## src/rtl/seven_segment_capture.sv

```systemverilog
// Receive side of the two-digit multiplexed 7-segment link: synchronizes the
// segment/select pins, filters them for stability and rebuilds the shown byte.
module seven_segment_capture #(
    parameter int unsigned AW            = 8,
    parameter int unsigned DW            = 7,
    parameter int unsigned STABLE_CYCLES = 16
) (
    input  logic          clk,
    input  logic          reset,
    input  logic [DW-1:0] seg_in,
    input  logic          sel_in,
    output logic [AW-1:0] data_out,
    output logic          data_valid,
    output logic          pattern_err
);

    localparam logic [0:0] IDLE   = 1'b0;
    localparam logic [0:0] GOT_HI = 1'b1;

    localparam logic [7:0] CNT_MAX = 8'(STABLE_CYCLES);
    localparam logic [7:0] CNT_ACC = 8'(STABLE_CYCLES - 1);

    // Bit DW carries the digit select, bits DW-1:0 the segment levels.
    logic [DW:0]   s1_q, s1_d;
    logic [DW:0]   s2_q, s2_d;
    logic [DW:0]   prev_q, prev_d;
    logic [7:0]    cnt_q, cnt_d;
    logic [0:0]    state_q, state_d;
    logic [3:0]    hi_q, hi_d;
    logic          hi_ill_q, hi_ill_d;
    logic [AW-1:0] data_q, data_d;
    logic          valid_q, valid_d;
    logic          err_q, err_d;

    logic          stable;
    logic          accept;
    logic          acc_sel;
    logic [3:0]    dec_nib;
    logic          dec_ill;

    always_comb begin
        s1_d   = {sel_in, seg_in};
        s2_d   = s1_q;
        prev_d = s2_q;
    end

    // cnt saturates so a long stable window yields exactly one accept.
    always_comb begin
        stable = (s2_q == prev_q);
        cnt_d  = cnt_q;
        if (!stable) begin
            cnt_d = '0;
        end else if (cnt_q != CNT_MAX) begin
            cnt_d = cnt_q + 8'd1;
        end
        accept  = stable && (cnt_q == CNT_ACC);
        acc_sel = s2_q[DW];
    end

    always_comb begin
        dec_nib = 4'h0;
        dec_ill = 1'b0;
        case (s2_q[DW-1:0])
            7'h7E: dec_nib = 4'h0;
            7'h30: dec_nib = 4'h1;
            7'h6D: dec_nib = 4'h2;
            7'h79: dec_nib = 4'h3;
            7'h33: dec_nib = 4'h4;
            7'h5B: dec_nib = 4'h5;
            7'h5F: dec_nib = 4'h6;
            7'h70: dec_nib = 4'h7;
            7'h7F: dec_nib = 4'h8;
            7'h7B: dec_nib = 4'h9;
            7'h77: dec_nib = 4'hA;
            7'h1F: dec_nib = 4'hB;
            7'h4E: dec_nib = 4'hC;
            7'h3D: dec_nib = 4'hD;
            7'h4F: dec_nib = 4'hE;
            7'h47: dec_nib = 4'hF;
            default: begin
                dec_nib = 4'h0;
                dec_ill = 1'b1;
            end
        endcase
    end

    always_comb begin
        state_d  = state_q;
        hi_d     = hi_q;
        hi_ill_d = hi_ill_q;
        data_d   = data_q;
        err_d    = err_q;
        valid_d  = 1'b0;
        if (accept) begin
            case (state_q)
                IDLE: begin
                    if (acc_sel) begin
                        hi_d     = dec_nib;
                        hi_ill_d = dec_ill;
                        state_d  = GOT_HI;
                    end
                end
                GOT_HI: begin
                    // A repeated high digit overwrites the held one to resync.
                    if (acc_sel) begin
                        hi_d     = dec_nib;
                        hi_ill_d = dec_ill;
                    end else begin
                        data_d  = {hi_q, dec_nib};
                        err_d   = hi_ill_q | dec_ill;
                        valid_d = 1'b1;
                        state_d = IDLE;
                    end
                end
                default: state_d = IDLE;
            endcase
        end
    end

    always_ff @(posedge clk or negedge reset) begin
        if (!reset) begin
            s1_q     <= '0;
            s2_q     <= '0;
            prev_q   <= '0;
            cnt_q    <= '0;
            state_q  <= IDLE;
            hi_q     <= '0;
            hi_ill_q <= 1'b0;
            data_q   <= '0;
            valid_q  <= 1'b0;
            err_q    <= 1'b0;
        end else begin
            s1_q     <= s1_d;
            s2_q     <= s2_d;
            prev_q   <= prev_d;
            cnt_q    <= cnt_d;
            state_q  <= state_d;
            hi_q     <= hi_d;
            hi_ill_q <= hi_ill_d;
            data_q   <= data_d;
            valid_q  <= valid_d;
            err_q    <= err_d;
        end
    end

    assign data_out    = data_q;
    assign data_valid  = valid_q;
    assign pattern_err = err_q;

endmodule
```

## config.mk

```make
export PLATFORM = sky130hd
export DESIGN_NAME = seven_segment_capture
export DESIGN_NICKNAME = d
export VERILOG_FILES = /design/src/rtl/seven_segment_capture.sv
export SDC_FILE = /design/constraint.sdc
export NUM_CORES = 1
export LEC_CHECK = 0
export CORE_MARGIN = 4
export CORE_UTILIZATION = 59
export CTS_BUF_LIST = sky130_fd_sc_hd__clkbuf_8
export CTS_CLUSTER_SIZE = 25
export DETAILED_ROUTE_END_ITERATION = 8
export PLACE_DENSITY_LB_ADDON = 0.05
export SLEW_MARGIN = 0
export SYNTH_ARGS = -nofsm -noshare
export SYNTH_HDL_FRONTEND = slang
export SYNTH_SLANG_ARGS = --single-unit
```

## constraint.sdc

```tcl
create_clock -name clk -period 2 [get_ports clk]
set_input_delay 0.2 -clock clk [delete_from_list [all_inputs] [get_ports clk]]
set_output_delay 0.2 -clock clk [all_outputs]
set_load 0.05 [all_outputs]
```

== After elaboration in Yosys (flattened, before gate mapping) ==
Cells that the tools add are included.

* Register bits after elaboration: 48
* Output and inout port bits: 10
* Bits of input ports: 10

* Equality and inequality tests: 20
* Add/subtract/negate cells: 1
* Reduce and logical (&&, ||, !) cells: 4
* Bitwise operators: 2
* Multiplexer cells: 10

{| class="wikitable"
|+ Operators by type and width
! operator !! number
|-
| $eq A7 B7 Y1 const B || 12
|-
| $pmux W4 S15 || 1
|-
| $eq A7 B6 Y1 const B || 3
|-
| $mux W8 || 2
|-
| $reduce_or A16 Y1 || 1
|-
| $add A8 B1 Y8 const B || 1
|-
| $eq A8 B4 Y1 const B || 1
|-
| $eq A8 B8 Y1 || 1
|-
| $ne A8 B5 Y1 const B || 1
|-
| $eq A7 B5 Y1 const B || 1
|-
| $mux W1 || 6
|-
| $mux W4 || 1
|-
| $reduce_and A3 Y1 || 1
|-
| $ne A2 B1 Y1 const B || 1
|-
| $reduce_and A2 Y1 || 1
|-
| $logic_and A1 B1 Y1 || 1
|-
| $not A1 Y1 || 1
|-
| $or A1 B1 Y1 || 1
|}

== Logic depth before layout (Yosys ltp) ==
Gate-level depths: netlist of run 1.

* Word-level depth: 4
* Mapped depth: 7
* Mapped depth without buffers: 7

== Worst setup path after synthesis of run 1 ==
Ideal clock, no wire load.

* Path kind: register to register
* Start: register s2_q[4] (netlist: prev_d[4])
* End: register data_q[0] (netlist: data_out[0])
* Data arrival time: 1.697 ns
* Data required time: 1.875 ns
* Stages on the path, launching flop included: 8
* Library setup time: 0.125 ns
* Clock period less this slack: 1.822 ns
* Path slack: 0.178 ns
* Cell sequence: dfrtp_1 -> buf_6 -> xnor2_2 -> nand4_2 -> nor4_4 -> and2b_1 -> buf_6 -> mux2_4

* Cells in the longest elaborated chain, start to end: 3

{| class="wikitable"
|+ RTL lines
! element !! RTL line !! text
|-
| start, declared || 25 || <nowiki>logic [DW:0] s2_q, s2_d;</nowiki>
|-
| start signal, assigned || 123 || <nowiki>s2_q <= '0;</nowiki>
|-
| start signal, assigned || 134 || <nowiki>s2_q <= s2_d;</nowiki>
|-
| branches (longest 3 deep; another with $pmux W4 S15) || n/a ||
|-
| end signal, assigned || 140 || <nowiki>data_q <= data_d;</nowiki>
|-
| end, declared || 31 || <nowiki>logic [AW-1:0] data_q, data_d;</nowiki>
|}

Parallel ways; which one is timed is not known.
A chain may end at the register's enable or synchronous reset.

== Worst setup path after layout of run 1 ==
* Start: register s2_q[7] (netlist: prev_d[7])
* End: register data_q[0] (netlist: data_out[0])

* Cells in the longest elaborated chain, start to end: 3

{| class="wikitable"
|+ RTL lines
! element !! RTL line !! text
|-
| $eq A8 B8 Y1 || 49 || <nowiki>stable = (s2_q == prev_q);</nowiki>
|-
| $logic_and A1 B1 Y1 || 56 || <nowiki>accept = stable && (cnt_q == CNT_ACC);</nowiki>
|-
| $reduce_and A3 Y1 (no line) * || n/a ||
|}

Every way passes the cells marked *; elsewhere a longest branch is shown, timed or not.

==> results.json, run 1 <==
{
  "cts_inserted_buffers": 5,
  "peakVddDrop_mv": 0.507,
  "antenna_found_initial": 0,
  "wirelength_um": 3860,
  "p_leak_nw": 1.10,
  "ys_warn_count": 0,
  "syn_inst": 175,
  "gp_congestion": 0.786,
  "row_count": 21,
  "skew_ns": 0.00740,
  "dpl_cell_area_um2": 2400,
  "cts_tree": "built",
  "grt_busiest_layer": "met2",
  "nets": 215,
  "finalSetupViolations": 0,
  "yosys.area_share.simple_pct": 16.8,
  "layout_commonest_cell": "dfrtp_1",
  "grt_max_degree": 49,
  "muxShareOfSynthArea_pct": 10.1,
  "mostFrequentLayoutCells": "dfrtp_1, clkdlybuf4s50_1, nor2_1",
  "drive_above_1_share_pct": 17.2,
  "synth_compound_area_share_pct": 4.80,
  "worst_r2r_endpoint": "data_out[0]",
  "io_buffers": 19,
  "clkTransAtPathRegs_ns": 0.08,
  "gr-usage-met1_pct": 25.9,
  "crit_arrival_ns": 2.04,
  "postRouteAntennaNets": 0,
  "hold_violations": 0,
  "hold_class": "input port to register",
  "synth_ff_type": "dfrtp_1",
  "syn_nets": 187,
  "drtIter0Drc": 72,
  "fmax_ghz": 0.539,
  "synth.avg_cell_area_um2": 12.2,
  "clock_sinks": 48,
  "grt-ovfl-total": 0,
  "startpoint_type": "register",
  "synth_area_um2": 2140,
  "n_antenna_cell": 0,
  "endpoint_kind": "register",
  "die_h_um": 68.2,
  "grt_first_pass_wirelength_um": 6830,
  "routedWlPerCell_um": 15.4,
  "ys_seq_area_share_pct": 56.1,
  "maxSlewHeadroom_pct": 61.7,
  "drc_errors": 0,
  "critPathMaxFanout": 9,
  "worstRegToRegCells": 6,
  "crit_chain": "xnor2_1 -> nand4_2 -> nor4_4 -> and2b_1 -> buf_12 -> mux2_4",
  "core_um2": 3420,
  "r2r-start": "prev_d[7]",
  "ios": 20,
  "maxSlewViolCount": 0,
  "h-tree-depth": 2,
  "dieArea_um2": 4650,
  "fin_crit_sh_pct": 92.7,
  "min_from": "seg_in[1]",
  "die_w_um": 68.2,
  "ys_async_sr_fraction_pct": 100,
  "rsz0062_at_grt": "false",
  "critPathRequiredTime_ns": 2.18,
  "grt_usage_pct": 20.3,
  "synthDistinctLibCells": 42,
  "syn_to_final_growth_pct": 18.4,
  "grt_use_met3_pct": 5.25,
  "cp_slowest_cell": "dfrtp_1",
  "clockBufferDepth": 2,
  "holdPathEnd": "s1_q[1]",
  "slowest_delay_ns": 0.43,
  "fin_area_um2": 2530,
  "r2r_slack_ns": 0.15,
  "synth_edf_count": 0,
  "dpl.hpwl_um": 2750,
  "vias": 1369,
  "clock_latency_ns": 0.30,
  "hold_depth": 1,
  "p_per_area_nw_per_um2": 714,
  "finalSetupTns_ns": 0,
  "maxCapViolCount": 0,
  "finalCriticalPeriod_ns": 1.85,
  "synthAdderAreaFrac_pct": 1.17,
  "synth-seq-cells": 48,
  "synth_top_family_by_area": "simple AND/OR/NAND/NOR gates",
  "root_buffer": "clkbuf_8",
  "dr.pass1.iters": 4,
  "via_per_inst": 5.48,
  "synthXorXnorAreaFrac_pct": 6.84,
  "first_global_vias": 1461,
  "tightest_slew_ns": 0.574,
  "met2_usage_pct": 32.4,
  "status": "finished, final reports clean",
  "start_util_pct": 62.6,
  "path_class": "register to register"
}
[repair_timing]
item	in CTS	in global routing
buffers inserted	0	1
gates resized for setup	0	2
endpoints found under the hold margin	13	0
endpoints found under the setup margin	0	9
hold buffers	1	0
[worst max-delay path, delay by kind of cell (launching register included)]
| kind | cells | cell delay (ns) |
|---|---|---|
| mux | 1 | 0.30 |
| simple gates | 3 | 0.68 |
| xor+xnor | 1 | 0.19 |
| buf+inv | 1 | 0.15 |
| flops | 1 | 0.43 |
[flip-flops by register name, summed over array words and instances (netlist names)]
| signal | count |
|---|---|
| cnt_q | 8 |
| data_out | 8 |
| prev_d | 8 |
| prev_q | 8 |
| s1_q | 8 |
| hi_q | 4 |
| data_valid | 1 |
| hi_ill_q | 1 |
| pattern_err | 1 |
| state_q | 1 |
[cell usage after synthesis, types with 2 or more instances]
cell / n / area, um^2
mux2_1: 4 / 45.0
and3_1: 2 / 12.5
buf_2: 2 / 10.0
ha_1: 2 / 25.0
nand3_1: 6 / 30.0
mux2i_1: 4 / 40.0
clkbuf_1: 4 / 15.0
buf_6: 4 / 45.0
o22ai_1: 3 / 18.8
nand4_1: 3 / 18.8
nand3b_1: 2 / 15.0
inv_1: 5 / 18.8
dfrtp_1: 48 / 1200
xor2_1: 4 / 35.0
nor4_1: 3 / 18.8
a31oi_1: 2 / 12.5
nand2b_1: 4 / 25.0
mux2_4: 8 / 120
nand2_1: 11 / 41.3
nor2_1: 14 / 52.6
nand4bb_1: 2 / 22.5
a21oi_1: 5 / 25.0
nor3_1: 5 / 25.0
xnor2_2: 2 / 32.5
xnor2_1: 9 / 78.8
[cell type report]
| class | instances | area (um^2) |
|---|---|---|
| repair buffers | 31 | 290 |
| well taps | 46 | 57.6 |
| multi-input cells | 112 | 858 |
| inverters | 5 | 18.8 |
| clock buffers | 5 | 68.8 |
| flip-flops and latches | 48 | 1200 |
| clock inverters | 3 | 38.8 |
| fillers | 255 | 882 |
[cells by family after synthesis]
family | Yosys count
AND/OR/NAND/NOR | 62
adder cells (fa/ha/maj) | 2
AO/OA/AOI/OAI | 16
multiplexers | 17
buffers and inverters | 15
XOR/XNOR | 15
flip-flops | 48
[per-stage QoR]
stage                     hold slack (ns)  cells  power (W)  utilization (%)  worst slack [ns]
after floorplan                   -0.0956    175    0.00110                -             0.178
after global placement              0.312    240    0.00115             70.3            0.0892
after detailed placement            0.324    240    0.00116             70.3            0.0637
after CTS                           0.328    249    0.00183             73.7            0.0429
after global routing                0.317    250    0.00189             74.2            0.0326
final                               0.333    250    0.00181             74.2             0.145
[power by group]
group          switching [W]  leakage (nW)  internal, W
sequential         0.0000138         0.615     0.000994
clock               0.000304        0.0593     0.000366
combinational      0.0000719         0.427    0.0000598
[per-layer routing]
layer  routed length, um  share of wire [%]  up-vias
li1                    -                  -      657
met1                1670                 43      668
met2                1950                 51       32
met3                 132                3.4       12
met4                 106                2.7        0
met5                   0                  0        -
[how the worst max path moves through the flow]
stage                     startpoint          end  slack [ns]  depth (start not counted)
after floorplan            prev_d[4]  data_out[0]        0.18                          7
after global placement     prev_d[7]  data_out[4]        0.09                          6
after detailed placement    cnt_q[0]  data_out[0]        0.06                          6
after CTS                   cnt_q[0]  data_out[2]        0.04                          6
after global routing       prev_d[0]  data_out[2]        0.03                          6
final                      prev_d[7]  data_out[0]        0.15                          6
Power figures use the tool's default switching activity.
==> inputs of run 2 (changes only) <==
--- a/config.mk
+++ b/config.mk
@@ -10,6 +10,7 @@
 export CTS_BUF_LIST = sky130_fd_sc_hd__clkbuf_8
 export CTS_CLUSTER_SIZE = 25
 export DETAILED_ROUTE_END_ITERATION = 8
+export MAX_ROUTING_LAYER = met4
 export PLACE_DENSITY_LB_ADDON = 0.05
 export SLEW_MARGIN = 0
 export SYNTH_ARGS = -nofsm -noshare
==> results.json, run 2 (same netlist as run 1, synthesis figures left out) <==
{
  "fill_cells": 255,
  "maxSlewHeadroom_pct": 61.3,
  "startpoint_type": "register",
  "clock_latency_ns": 0.30,
  "rsz0062_at_grt": "false",
  "grt_first_pass_wirelength_um": 6850,
  "status": "finished, final reports clean",
  "path_class": "register to register",
  "hold_violations": 0,
  "antenna_found_initial": 0,
  "fin_crit_sh_pct": 93.0,
  "grt-ovfl-total": 0,
  "skew_ns": 0.00615,
  "clkTransAtPathRegs_ns": 0.08,
  "tightest_slew_ns": 0.581,
  "critPathMaxFanout": 9,
  "finalSetupTns_ns": 0,
  "mostFrequentLayoutCells": "dfrtp_1, clkdlybuf4s50_1, nor2_1",
  "drtIter0Drc": 113,
  "dr.pass1.iters": 4,
  "cts_inserted_buffers": 5,
  "p_per_area_nw_per_um2": 714,
  "syn_to_final_growth_pct": 18.4,
  "finalCriticalPeriod_ns": 1.86,
  "vias": 1375,
  "critPathRequiredTime_ns": 2.18,
  "drive_above_1_share_pct": 17.2,
  "endpoint_kind": "register",
  "drc_errors": 0,
  "p_leak_nw": 1.10,
  "io_buffers": 19,
  "root_buffer": "clkbuf_8",
  "dieArea_um2": 4650,
  "row_count": 21,
  "maxSlewViolCount": 0,
  "finalSetupViolations": 0,
  "crit_arrival_ns": 2.04,
  "layout_commonest_cell": "dfrtp_1",
  "die_h_um": 68.2,
  "nets": 215,
  "die_w_um": 68.2,
  "gp_congestion": 0.797,
  "maxCapViolCount": 0,
  "fmax_ghz": 0.537,
  "dr_wl_met2_um": 1950,
  "first_global_vias": 1468,
  "top_layer_used": "met4",
  "peakVddDrop_mv": 0.507,
  "dpl.hpwl_um": 2750,
  "routedWlPerCell_um": 15.4,
  "h-tree-depth": 2,
  "core_um2": 3420,
  "wl_met1_um": 1680,
  "grt_usage_pct": 20.9,
  "wl_met3_um": 122,
  "wirelength_um": 3860,
  "via_per_inst": 5.50,
  "p_total_w": 0.00181,
  "clockBufferDepth": 2,
  "n_antenna_cell": 0,
  "clock_sinks": 48,
  "cts_tree": "built",
  "grt_max_degree": 49,
  "postRouteAntennaNets": 0,
  "start_util_pct": 62.6,
  "ios": 20,
  "hold_class": "input port to register"
}
run 2: cell counts in the layout (fill, tap and decap cells not counted):
No cell type changed its count.
run 2: per-stage QoR:
step	utilization [%]	hold WS [ns]	worst slack [ns]	instances	area [um^2]
global route	74.2	0.317	0.0327	250	2530
global placement	70.3	0.312	0.0892	240	2400
floorplan	-	-0.0956	0.178	175	2140
finish	74.2	0.334	0.139	250	2530
detailed placement	70.3	0.324	0.0637	240	2400
CTS	73.7	0.328	0.0429	249	2520
run 2: path summary, 6_finish.rpt:
check / start / to / slack [ns] / depth (start not counted)
worst max register to register: prev_d[7] / data_out[2] / 0.14 / 6
worst min register to register: s1_q[0] / prev_d[0] / 0.35 / 0
max in group asynchronous: reset / hi_q[0] / 1.09 / 3
worst min-delay path: seg_in[1] / s1_q[1] / 0.33 / 1
worst max-delay path: prev_d[7] / data_out[2] / 0.14 / 6
min in group asynchronous: reset / prev_q[6] / 0.52 / 3
run 2: layout make-up:
type | instances | area (um^2) | share of cell area, %
multi-input combinational | 112 | 858 | 33.9
clock inverter | 3 | 38.8 | 1.53
timing repair buffer | 31 | 290 | 11.5
inverter | 5 | 18.8 | 0.741
sequential | 48 | 1200 | 47.4
clock buffer | 5 | 68.8 | 2.72
tap | 46 | 57.6 | 2.27
run 2: critical path, stage by stage, from the launching register on:
cell	delay [ns]
dfrtp_1	0.43
xnor2_1	0.19
nand4_2	0.16
nor4_4	0.32
and2b_1	0.20
buf_12	0.15
mux2_4	0.30
run 2: what timing repair did:
| item | 4_1_cts | 5_1_grt |
|---|---|---|
| setup buffers | 0 | 1 |
| setup endpoints to repair | 0 | 9 |
| resized for setup | 0 | 2 |
| endpoints found under the hold margin | 13 | 0 |
| hold buffers | 1 | 0 |
run 2: routing by layer:
metal / vias up / global-route usage (%)
met1: 674 / 26.2
li1: 657 / -
met5: - / -
met3: 12 / 5.25
met2: 32 / 32.3
met4: 0 / 9.18
run 2: power by group:
part           internal (W)  switching [W]
Combinational     0.0000598      0.0000721
Sequential         0.000994      0.0000138
Clock              0.000366       0.000304
Total               0.00142       0.000390
==> inputs of run 3 (changes only) <==
--- a/config.mk
+++ b/config.mk
@@ -12,7 +12,7 @@
 export DETAILED_ROUTE_END_ITERATION = 8
 export MAX_ROUTING_LAYER = met4
 export PLACE_DENSITY_LB_ADDON = 0.05
-export SLEW_MARGIN = 0
+export SLEW_MARGIN = 40
 export SYNTH_ARGS = -nofsm -noshare
 export SYNTH_HDL_FRONTEND = slang
 export SYNTH_SLANG_ARGS = --single-unit
==> results of run 3 <==
Same layout as run 2: the final DEF is identical, and so are final timing and power.
